**config.mk**
```make
export PLATFORM = sky130hd
export DESIGN_NAME = transform_state_sync
export DESIGN_NICKNAME = d
export VERILOG_FILES = /design/src/rtl/transform_state_sync.sv
export SDC_FILE = /design/constraint.sdc
export NUM_CORES = 1
export LEC_CHECK = 0
export BUFFER_PORTS_ARGS = -buffer_cell sky130_fd_sc_hd__buf_2
export CAP_MARGIN = 20
export CORE_ASPECT_RATIO = 0.6
export CORE_MARGIN = 8
export CORE_UTILIZATION = 55
export DETAILED_ROUTE_END_ITERATION = 7
export PLACE_DENSITY = 0.85
export SLEW_MARGIN = 20
export SYNTH_ARGS = -nofsm -noshare
export SYNTH_HDL_FRONTEND = slang
export SYNTH_SLANG_ARGS = --single-unit
```
**constraint.sdc**
```tcl
create_clock -name clk_in -period 13.43 [get_ports clk_in]
set_input_delay 0.6715 -clock clk_in [delete_from_list [all_inputs] [get_ports clk_in]]
set_output_delay 0.6715 -clock clk_in [all_outputs]
set_load 0.01 [all_outputs]
```
**src/rtl/transform_state_sync.sv**
```systemverilog
// transform_state_sync: owns the live transform state and sequences the switch-input
// block (update tick, pose capture, bounded wait for the float-adder scale result).
// On frame_start it hands the renderer a frame-consistent snapshot over valid/ready.
// Optional build macro TRANSFORM_OVERRUN_CNT_EN adds overrun_cnt_out, a saturating
// count of frame_start pulses dropped while a snapshot was still waiting for ready.
module transform_state_sync #(
  parameter int unsigned TICK_PERIOD = 10_000_000,
  parameter int unsigned SCALE_WAIT  = 16,
  parameter logic [31:0] SCALE_RESET = 32'h3F80_0000
) (
  input  logic            clk_in,
  input  logic            rst_in,
  input  logic            hold_in,
  input  logic            frame_start_in,
  input  logic [2:0][8:0] upd_translate_in,
  input  logic [4:0]      upd_pitch_in,
  input  logic [4:0]      upd_roll_in,
  input  logic [4:0]      upd_yaw_in,
  input  logic [31:0]     upd_scale_in,
  input  logic            upd_scale_valid_in,
  output logic            tick_out,
  output logic [2:0][8:0] cur_translate_out,
  output logic [31:0]     cur_scale_out,
  output logic [4:0]      cur_pitch_out,
  output logic [4:0]      cur_roll_out,
  output logic [4:0]      cur_yaw_out,
  output logic [2:0][8:0] snap_translate_out,
  output logic [31:0]     snap_scale_out,
  output logic [4:0]      snap_pitch_out,
  output logic [4:0]      snap_roll_out,
  output logic [4:0]      snap_yaw_out,
  output logic            snap_valid_out,
  input  logic            snap_ready_in
`ifdef TRANSFORM_OVERRUN_CNT_EN
  ,
  output logic [15:0]     overrun_cnt_out
`endif
);

  localparam int unsigned CNT_W  = (TICK_PERIOD > 1) ? $clog2(TICK_PERIOD) : 1;
  localparam int unsigned WAIT_W = $clog2(SCALE_WAIT + 1);
  localparam logic [CNT_W-1:0]  LAST_CNT  = CNT_W'(TICK_PERIOD - 1);
  localparam logic [WAIT_W-1:0] LAST_WAIT = WAIT_W'(SCALE_WAIT - 1);

  typedef enum logic [1:0] {
    ST_IDLE,
    ST_TICK,
    ST_CAPTURE,
    ST_WAIT_SCALE
  } state_e;

  state_e            state_q, state_d;
  logic [CNT_W-1:0]  cnt_q, cnt_d;
  logic [WAIT_W-1:0] wait_q, wait_d;
  logic              tick_q, tick_d;

  logic [2:0][8:0]   cur_tr_q, cur_tr_d;
  logic [31:0]       cur_scale_q, cur_scale_d;
  logic [4:0]        cur_pitch_q, cur_pitch_d;
  logic [4:0]        cur_roll_q, cur_roll_d;
  logic [4:0]        cur_yaw_q, cur_yaw_d;

  logic [2:0][8:0]   snap_tr_q, snap_tr_d;
  logic [31:0]       snap_scale_q, snap_scale_d;
  logic [4:0]        snap_pitch_q, snap_pitch_d;
  logic [4:0]        snap_roll_q, snap_roll_d;
  logic [4:0]        snap_yaw_q, snap_yaw_d;
  logic              snap_valid_q, snap_valid_d;

  logic              tick_due;

  // Free-running tick counter; a tick is due when the count is about to reach its last value,
  // so tick_out is high exactly in the cycle the counter shows TICK_PERIOD-1.
  always_comb begin
    cnt_d    = (cnt_q == LAST_CNT) ? '0 : cnt_q + CNT_W'(1);
    tick_due = (cnt_d == LAST_CNT) && !hold_in;
  end

  // Update sequencer: tick, capture pose, then wait a bounded time for the scale strobe.
  always_comb begin
    state_d     = state_q;
    tick_d      = 1'b0;
    wait_d      = wait_q;
    cur_tr_d    = cur_tr_q;
    cur_scale_d = cur_scale_q;
    cur_pitch_d = cur_pitch_q;
    cur_roll_d  = cur_roll_q;
    cur_yaw_d   = cur_yaw_q;
    case (state_q)
      ST_IDLE: begin
        if (tick_due) begin
          state_d = ST_TICK;
          tick_d  = 1'b1;
        end
      end
      ST_TICK: begin
        state_d = ST_CAPTURE;
      end
      ST_CAPTURE: begin
        cur_tr_d    = upd_translate_in;
        cur_pitch_d = upd_pitch_in;
        cur_roll_d  = upd_roll_in;
        cur_yaw_d   = upd_yaw_in;
        wait_d      = '0;
        state_d     = ST_WAIT_SCALE;
      end
      ST_WAIT_SCALE: begin
        if (upd_scale_valid_in) begin
          cur_scale_d = upd_scale_in;
          state_d     = ST_IDLE;
        end else if (wait_q == LAST_WAIT) begin
          state_d = ST_IDLE;
        end else begin
          wait_d = wait_q + WAIT_W'(1);
        end
      end
      default: begin
        state_d = ST_IDLE;
      end
    endcase
  end

  // Snapshot handshake: load from pre-edge live state, back-to-back reload keeps valid high.
  always_comb begin
    snap_tr_d    = snap_tr_q;
    snap_scale_d = snap_scale_q;
    snap_pitch_d = snap_pitch_q;
    snap_roll_d  = snap_roll_q;
    snap_yaw_d   = snap_yaw_q;
    snap_valid_d = snap_valid_q;
    if (frame_start_in && (!snap_valid_q || snap_ready_in)) begin
      snap_tr_d    = cur_tr_q;
      snap_scale_d = cur_scale_q;
      snap_pitch_d = cur_pitch_q;
      snap_roll_d  = cur_roll_q;
      snap_yaw_d   = cur_yaw_q;
      snap_valid_d = 1'b1;
    end else if (snap_valid_q && snap_ready_in) begin
      snap_valid_d = 1'b0;
    end
  end

  // State registers with asynchronous reset to the power-on pose.
  always_ff @(posedge clk_in or posedge rst_in) begin
    if (rst_in) begin
      state_q      <= ST_IDLE;
      cnt_q        <= '0;
      wait_q       <= '0;
      tick_q       <= 1'b0;
      cur_tr_q     <= '0;
      cur_scale_q  <= SCALE_RESET;
      cur_pitch_q  <= '0;
      cur_roll_q   <= '0;
      cur_yaw_q    <= '0;
      snap_tr_q    <= '0;
      snap_scale_q <= SCALE_RESET;
      snap_pitch_q <= '0;
      snap_roll_q  <= '0;
      snap_yaw_q   <= '0;
      snap_valid_q <= 1'b0;
    end else begin
      state_q      <= state_d;
      cnt_q        <= cnt_d;
      wait_q       <= wait_d;
      tick_q       <= tick_d;
      cur_tr_q     <= cur_tr_d;
      cur_scale_q  <= cur_scale_d;
      cur_pitch_q  <= cur_pitch_d;
      cur_roll_q   <= cur_roll_d;
      cur_yaw_q    <= cur_yaw_d;
      snap_tr_q    <= snap_tr_d;
      snap_scale_q <= snap_scale_d;
      snap_pitch_q <= snap_pitch_d;
      snap_roll_q  <= snap_roll_d;
      snap_yaw_q   <= snap_yaw_d;
      snap_valid_q <= snap_valid_d;
    end
  end

`ifdef TRANSFORM_OVERRUN_CNT_EN
  logic [15:0] ovr_q, ovr_d;

  // Saturating count of frame_start pulses dropped while the renderer stalls.
  always_comb begin
    ovr_d = ovr_q;
    if (frame_start_in && snap_valid_q && !snap_ready_in && (ovr_q != 16'hFFFF)) begin
      ovr_d = ovr_q + 16'd1;
    end
  end

  // Overrun counter register.
  always_ff @(posedge clk_in or posedge rst_in) begin
    if (rst_in) begin
      ovr_q <= '0;
    end else begin
      ovr_q <= ovr_d;
    end
  end

  assign overrun_cnt_out = ovr_q;
`endif

  assign tick_out           = tick_q;
  assign cur_translate_out  = cur_tr_q;
  assign cur_scale_out      = cur_scale_q;
  assign cur_pitch_out      = cur_pitch_q;
  assign cur_roll_out       = cur_roll_q;
  assign cur_yaw_out        = cur_yaw_q;
  assign snap_translate_out = snap_tr_q;
  assign snap_scale_out     = snap_scale_q;
  assign snap_pitch_out     = snap_pitch_q;
  assign snap_roll_out      = snap_roll_q;
  assign snap_yaw_out       = snap_yaw_q;
  assign snap_valid_out     = snap_valid_q;

endmodule
```
After elaboration in Yosys (flattened, before gate mapping):

Index checks and enable logic that the tools add are counted.

* flip-flop bits (word level): 181

* equality and inequality tests: 10
* add/sub/neg operators: 2
* reduce and logical (&&, ||, !) cells: 12
* multiplexer cells: 12

Operators by type and width (count)
* equality test 24 bit (second input constant): 2
* adder 24 x 1 -> 24 bit (second input constant): 1
* two-way mux 24 bit: 1
* two-way mux 5 bit: 2
* case mux 5 bit (2 select lines): 1
* case mux 2 bit (4 select lines): 1
* two-way mux 2 bit: 3
* != test 2 bit (second input constant): 3
* adder 5 x 1 -> 5 bit (second input constant): 1
* equality test 5 x 4 -> 1 bit (second input constant): 1
* equality test 2 bit (second input constant): 2
* two-way mux 1 bit: 4
* AND reduction 2 bit: 2
* nonzero test 2 bit: 2
* logical AND 1 bit: 3
* != test 3 bit (second input constant): 1
* AND reduction 3 bit: 1
* equality test 2 x 1 -> 1 bit (second input constant): 1
* logical NOT 1 bit: 2
* logical NOT 2 bit: 1
* logical OR 1 bit: 1

Longest topological paths before layout:

Gate-level depths: netlist of the first run.

* depth in word-level cells: 6
* gate-level depth with buffers: 9
* depth with buffers taken out: 9

Worst setup path after synthesis of the first run:

No wires, ideal clock.

* path type: reg2reg
* from: reg cnt_q[0]
* to: reg state_q[1]
* clock period less this slack: 2646 ps
* data arrival time: 2526 ps
* setup time: 120 ps
* slack: 10784 ps
* required time: 13310 ps
* buffers on the path: 0
* cell stages (with the launch flop): 9
* cells stage by stage: dfrtp_1 > ha_1 > nand4_4 > nor4_4 > nand2_2 > or3_4 > a2111oi_4 > nand3_2 > a31o_1

* longest elaborated chain between the ends: 6
* elaborated cells on any way between the ends: 7

RTL lines
* start, declared: RTL line 53 `logic [CNT_W-1:0] cnt_q, cnt_d;`
* start signal, assigned: RTL line 163 `cnt_q <= cnt_d;`
* adder 24 x 1 -> 24 bit or equality test 24 bit (tied branches): RTL line 75 `cnt_d = (cnt_q == LAST_CNT) ? '0 : cnt_q + CNT_W'(1);`
* two-way mux 24 bit *: RTL line 75
* equality test 24 bit *: RTL line 76 `tick_due = (cnt_d == LAST_CNT) && !hold_in;`
* logical AND 1 bit *: RTL line 76
* != test 2 bit (no line) *
* AND reduction 2 bit (no line) *
* end signal, assigned: RTL line 162 `state_q <= state_d;`
* end, declared: RTL line 52 `state_e state_q, state_d;`

Mark *: on every way between the ends. The rest lies on a longest branch, timed or not.
A chain may end at the register's enable or synchronous reset.

Final worst setup path of the first run:

Ends and elaborated chain as after synthesis.

==> metrics.txt, run 1 <==
result of the run finished clean; Netlist cell types 42; FMAX 330 MHz; total negative slack 0 ns; total congestion overflow after global routing 0; type of element capturing the critical path register; layout cell share with drive strength beyond 1 57.8%; cells resized by post-CTS repair 0; total nets after synthesis 606; CP Cell Sequence ha_1 -> nand4_4 -> nor4_4 -> nand2_2 -> or3_4 -> a2111oi_4 -> nand3_2 -> a31o_1; total power divided by cell area 113 nW/um^2; antenna violations before repair 0; crit path from cnt_q[0]$_DFF_PP0_; count of H-tree levels built during CTS 4; initial cell density of the core 55.3%; Largest delay share family, worst path simple AND/OR/NAND/NOR gates; global-route wire length before repair 28500 um; post-route standard cell area excluding fillers 9320 um^2; Worst Reg2Reg Path Length in Cells 8; post-DR vias/cell 5.40; number of hold violations in the final report 0; biggest cell delay along the critical path 0.57 ns; setup repair after global routing missed its margin no; skew final 0.0121 ns; sequential-to-total area share from yosys stat 61.3%; required arrival time at the worst endpoint 13.74 ns; Via Count 5051; FP Rows 33; total wire length 17500 um; Warnings, synthesis 0; detailed router's first-iteration violation count 282; top-level port count 230; die area 17600 um^2; worst reg2reg setup slack 10.40 ns; remaining number of nets flagged by the antenna check after routing 0; total count of max-transition violations in the final report 0; number of max-capacitance violations reported 0; Final min period 3.03 ns; count of input and output buffers 229; Horiz. Die Dim 166 um; Synth async-reset ratio 100%; setup-violating endpoint count in the final report 0; highest fanout seen on the critical path 8; clock insertion delay at the later pin of the skew report 0.42 ns; arrival time of the worst setup path 3.34 ns; terminus of the critical flop-to-flop path state_q[1]$_DFFE_PP0P_; category of the worst setup path launch point register; number of global-route vias before repair 5349; post-detail-place hpwl 13000 um; All-Layer GR Usage 19.8%; worst vdd rail ir drop 80.4 uV; post-CTS setup buffers 0; transition time at the pin with the least slew margin 1.01 ns; NumNets Final 833; area growth from synthesis to layout 25.6%; library cell used as clock root buffer sky130_fd_sc_hd__clkbuf_16; chip height 106 um; post-detailed-route wirelength per cell 18.7 um; critical path class reg -> reg; Post-Syn Area per Cell 14.3 um^2; Leakage Power 5.14 nW; cts hold-fix bufs 0; Num CTS Buffers 17; count of mapped cells out of synthesis 520; CTS tree done; Max transition margin 32.4%; Post-Syn Area 7420 um^2; Most used DFF post-synth sky130_fd_sc_hd__dfrtp_1; Critical path buffers and inverters 0; last weighted congestion value of the routability-driven placer 0.908; path type of the worst min-delay path in -> async; Tcrit/Tclk final 22.6%; Max stage delay cell, worst path sky130_fd_sc_hd__nor4_4; fillcell total 981; number of synthesized register bits 181; origin of the critical flop-to-flop path cnt_q[0]$_DFF_PP0_; 1st-pass router iterations 4; placeable core region 13400 um^2; number of antenna cells inserted 0; Max Buffers Root-to-Sink 2; largest net degree at the start of global routing 117; # DRC 0; final hold slack 0.401 ns; number of enable-type register cells in the synthesized netlist 0; clock transition at the registers of the reported paths 0.07 ns; cell area after placement 8730 um^2; number of sinks on the clock net 181
==> power breakdown <==
part	total, mW	switching [mW]	internal, mW	leakage (nW)
Clock	0.476	0.224	0.252	0.280
Sequential	0.545	0.000108	0.545	2.46
Combinational	0.0331	0.0198	0.0133	2.41
==> registers in the layout, summed over array words and instances (netlist names), 2 cells and up <==
| signal | flops |
|---|---|
| cnt_q | 24 |
| cur_scale_out | 32 |
| cur_translate_out | 27 |
| snap_pitch_out | 5 |
| snap_yaw_out | 5 |
| snap_scale_out | 32 |
| snap_roll_out | 5 |
| snap_translate_out | 27 |
| wait_q | 5 |
| cur_roll_out | 5 |
| cur_yaw_out | 5 |
| cur_pitch_out | 5 |
| state_q | 2 |
==> logic make-up (layout without fill, tap and decap cells) <==
group	Yosys count	after routing	share of synthesized area, %
AO/OA/AOI/OAI	16	16	1.74
XOR/XNOR	28	28	3.30
adder cells (fa/ha/maj)	6	6	1.01
buffers and inverters	32	272	1.70
flip-flops	181	181	61.3
multiplexers	151	151	22.9
AND/OR/NAND/NOR	106	106	8.11
==> cell usage after synthesis (8+ instances only) <==
library cell / instances / area (um^2)
sky130_fd_sc_hd__nand4_1: 13 / 81.3
sky130_fd_sc_hd__nand3_1: 12 / 60.1
sky130_fd_sc_hd__clkbuf_1: 12 / 45.0
sky130_fd_sc_hd__nand2_1: 16 / 60.1
sky130_fd_sc_hd__nor2_1: 23 / 86.3
sky130_fd_sc_hd__mux2_2: 149 / 1680
sky130_fd_sc_hd__xnor2_1: 14 / 123
sky130_fd_sc_hd__dfstp_2: 14 / 368
sky130_fd_sc_hd__inv_1: 8 / 30.0
sky130_fd_sc_hd__xor2_1: 14 / 123
sky130_fd_sc_hd__dfrtp_1: 167 / 4180
==> cell usage in the layout, fill, tap and decap left out, types with 2 or more instances in the layout <==
master	synthesis	layout
sky130_fd_sc_hd__nand2_1	16	15
sky130_fd_sc_hd__nor2_1	23	23
sky130_fd_sc_hd__clkbuf_16	0	17
sky130_fd_sc_hd__or3_1	3	3
sky130_fd_sc_hd__inv_1	8	7
sky130_fd_sc_hd__o21ai_0	6	6
sky130_fd_sc_hd__and2_1	3	3
sky130_fd_sc_hd__nand2b_1	4	4
sky130_fd_sc_hd__and3_1	3	3
sky130_fd_sc_hd__inv_8	0	5
sky130_fd_sc_hd__buf_2	5	229
sky130_fd_sc_hd__nor2b_1	4	4
sky130_fd_sc_hd__nand4_1	13	13
sky130_fd_sc_hd__dfrtp_1	167	167
sky130_fd_sc_hd__mux2_2	149	149
sky130_fd_sc_hd__buf_4	0	3
sky130_fd_sc_hd__dfstp_2	14	14
sky130_fd_sc_hd__nand3_1	12	12
sky130_fd_sc_hd__xnor2_1	14	14
sky130_fd_sc_hd__a31o_1	2	2
sky130_fd_sc_hd__nand3_2	3	3
sky130_fd_sc_hd__mux2i_1	2	2
sky130_fd_sc_hd__a31oi_1	2	2
sky130_fd_sc_hd__nor3_1	5	5
sky130_fd_sc_hd__clkinv_4	0	3
sky130_fd_sc_hd__xor2_1	14	14
sky130_fd_sc_hd__inv_6	0	4
sky130_fd_sc_hd__ha_1	6	5
sky130_fd_sc_hd__nor4_1	7	6
==> final cells by class <==
cell class / count / area (um^2) / share of cell area (%)
flip-flops and latches: 181 / 4550 / 48.8
multi-input cells: 307 / 2780 / 29.8
repair buffers: 232 / 1170 / 12.5
clock buffers: 19 / 443 / 4.75
well taps: 175 / 219 / 2.35
clock inverters: 13 / 130 / 1.40
inverters: 8 / 37.5 / 0.403
==> stage by stage <==
stage,util [%],cells,setup slack [ns],total power [mW]
finish,69.5,935,10.40,1.05
global route,69.5,935,10.18,1.09
CTS,69.4,935,10.40,1.06
detailed placement,65.1,903,10.43,0.590
global placement,65.0,903,10.59,0.588
floorplan,-,520,7.87,0.573
==> per-layer routing <==
layer | up-vias | track usage, % | part of all wire [%]
met3 | 30 | 5.55 | 6.6
met5 | - | 0 | 0
met1 | 2540 | 25.2 | 44
met2 | 190 | 32.5 | 47
li1 | 2291 | - | -
met4 | 0 | 7.30 | 2.1
==> how the worst max path moves through the flow <==
stage / depth (start not counted) / slack, ns / end
floorplan: 1 / 7.87 / cnt_q[0]$_DFF_PP0_
global placement: 8 / 10.59 / state_q[1]$_DFFE_PP0P_
detailed placement: 8 / 10.43 / state_q[1]$_DFFE_PP0P_
CTS: 8 / 10.40 / state_q[1]$_DFFE_PP0P_
global route: 8 / 10.18 / state_q[1]$_DFFE_PP0P_
finish: 8 / 10.40 / state_q[1]$_DFFE_PP0P_
Power figures use the tool's default switching activity.
==> run 2, diff against run 1 <==
- CORE_UTILIZATION: 55 -> 51
- PLACE_DENSITY: 0.85 -> 0.8
- clock period: 13.43 -> 2.84 ns (I/O delays scaled with it)
==> run 2 against run 1 <==
- die area grew 6.9%
- first-iteration DRC count increased by 53%
- register-to-register slack worse by 10 ns
- highest routed layer unchanged
- combinational power increased to 7.7 times the previous value
- global-route usage increased by 1.5 points
- clock skew decreased by 0.0015 ns
- fmax increased by 15%
- largest power group unchanged
- final cell count rose by 12%
- largest cell class unchanged
- clock power grew to 4.7 times the previous value
==> metrics.txt, run 2 (synthesized netlist as in run 1, its figures left out) <==
total negative slack 0 ns; clock insertion delay at the later pin of the skew report 0.41 ns; category of the worst setup path launch point register; Horiz. Die Dim 172 um; number of hold violations in the final report 0; Final min period 2.65 ns; Tcrit/Tclk final 93.3%; cell area after placement 8870 um^2; Leakage Power 5.51 nW; detailed router's first-iteration violation count 432; result of the run finished clean; library cell used as clock root buffer sky130_fd_sc_hd__clkbuf_16; biggest cell delay along the critical path 0.45 ns; NumNets Final 918; post-route standard cell area excluding fillers 10200 um^2; fillcell total 932; total count of max-transition violations in the final report 0; number of sinks on the clock net 181; total congestion overflow after global routing 0; setup repair after global routing missed its margin no; post-CTS setup buffers 0; top-level port count 230; path type of the worst min-delay path in -> reg; layout cell share with drive strength beyond 1 53.1%; Via Count 5447; setup-violating endpoint count in the final report 0; die area 18800 um^2; transition time at the pin with the least slew margin 0.802 ns; type of element capturing the critical path register; number of max-capacitance violations reported 0; arrival time of the worst setup path 2.95 ns; total wire length 19900 um; CTS tree done; Max transition margin 46.4%; CP Cell Sequence ha_2 -> nand4_4 -> nor4_4 -> nand2_2 -> or3_4 -> a2111oi_4 -> nand3_2 -> a31o_1; count of H-tree levels built during CTS 4; remaining number of nets flagged by the antenna check after routing 0; antenna violations before repair 1; All-Layer GR Usage 21.4%; last weighted congestion value of the routability-driven placer 0.902; skew final 0.0105 ns; most frequent cells in the layout 229 x sky130_fd_sc_hd__buf_2, 167 x sky130_fd_sc_hd__dfrtp_1, 149 x sky130_fd_sc_hd__mux2_2; final hold slack 0.115 ns; FMAX 378 MHz; required arrival time at the worst endpoint 3.14 ns; clock transition at the registers of the reported paths 0.07 ns; placeable core region 14300 um^2; post-DR vias/cell 5.22; Num CTS Buffers 17; most common cell after layout, fill and taps aside sky130_fd_sc_hd__buf_2; post-detail-place hpwl 13700 um; total power divided by cell area 498 nW/um^2; critical path class reg -> reg; Largest delay share family, worst path simple AND/OR/NAND/NOR gates; Max Buffers Root-to-Sink 2; FP Rows 34; number of global-route vias before repair 5849; area growth from synthesis to layout 37.7%; initial cell density of the core 51.8%; worst vdd rail ir drop 422 uV; highest fanout seen on the critical path 7; count of input and output buffers 229; # DRC 0; Max stage delay cell, worst path sky130_fd_sc_hd__dfrtp_1; Critical path buffers and inverters 0; post-detailed-route wirelength per cell 19.1 um; chip height 109 um; largest net degree at the start of global routing 68; global-route wire length before repair 31800 um; 1st-pass router iterations 5
## run 2: final timing paths
path	end	depth (start not counted)	slack, ns	startpoint
max	state_q[1]$_DFFE_PP0P_	8	0.19	cnt_q[0]$_DFF_PP0_
max reg2reg	state_q[1]$_DFFE_PP0P_	8	0.19	cnt_q[0]$_DFF_PP0_
min	snap_valid_out$_DFFE_PP0P_	3	0.11	snap_ready_in
max in group asynchronous	cnt_q[3]$_DFF_PP0_	4	1.59	rst_in
min reg2reg	snap_scale_out[1]$_DFFE_PP0P_	1	0.50	snap_scale_out[1]$_DFFE_PP0P_
min in group asynchronous	snap_translate_out[4]$_DFFE_PP0P_	3	0.45	rst_in
## run 2: timing repair
action,in CTS,in global routing
endpoints found under the setup margin,0,2
hold endpoints to repair,105,0
hold buffers,76,0
gates resized for setup,0,1
## run 2: area by class of cell
| cell class | count | area [um^2] | share of cell area, % |
|---|---|---|---|
| Antenna cell | 1 | 2.50 | 0.0245 |
| Clock buffer | 18 | 439 | 4.30 |
| Clock inverter | 14 | 140 | 1.37 |
| Inverter | 8 | 33.8 | 0.331 |
| Multi-Input combinational cell | 307 | 2760 | 27.0 |
| Sequential cell | 181 | 4550 | 44.5 |
| Tap cell | 198 | 248 | 2.42 |
| Timing Repair Buffer | 317 | 2050 | 20.0 |
## run 2: per-layer routing
| layer | global-route usage, % | part of all wire (%) | vias up |
|---|---|---|---|
| li1 | - | - | 2466 |
| met1 | 26.5 | 41 | 2748 |
| met2 | 36.2 | 49 | 196 |
| met3 | 5.02 | 7.1 | 37 |
| met4 | 8.45 | 2.2 | 0 |
| met5 | 0 | 0 | - |
## run 2: per-stage QoR
stage          total power [mW]  utilization (%)  setup WS [ns]  std cells
2_1_floorplan              2.71                -          0.194        520
3_3_place_gp               2.80             61.9          0.180        935
3_5_place_dp               2.80             61.9          0.119        935
4_1_cts                    5.15             71.2          0.107       1043
5_1_grt                    5.28             71.3         0.0331       1044
6_report                   5.09             71.3          0.191       1044
## run 2: power by group
group | total, mW | switching [mW] | internal (mW)
Sequential | 2.58 | 0.000737 | 2.58
Combinational | 0.256 | 0.117 | 0.139
Clock | 2.25 | 1.06 | 1.19
## run 2: worst register-to-register path: stages, from the launching register on
cell and delay (ns):
sky130_fd_sc_hd__dfrtp_1 0.45, sky130_fd_sc_hd__ha_2 0.31, sky130_fd_sc_hd__nand4_4 0.16, sky130_fd_sc_hd__nor4_4 0.35, sky130_fd_sc_hd__nand2_2 0.11, sky130_fd_sc_hd__or3_4 0.39, sky130_fd_sc_hd__a2111oi_4 0.40, sky130_fd_sc_hd__nand3_2 0.14
sky130_fd_sc_hd__a31o_1 0.24
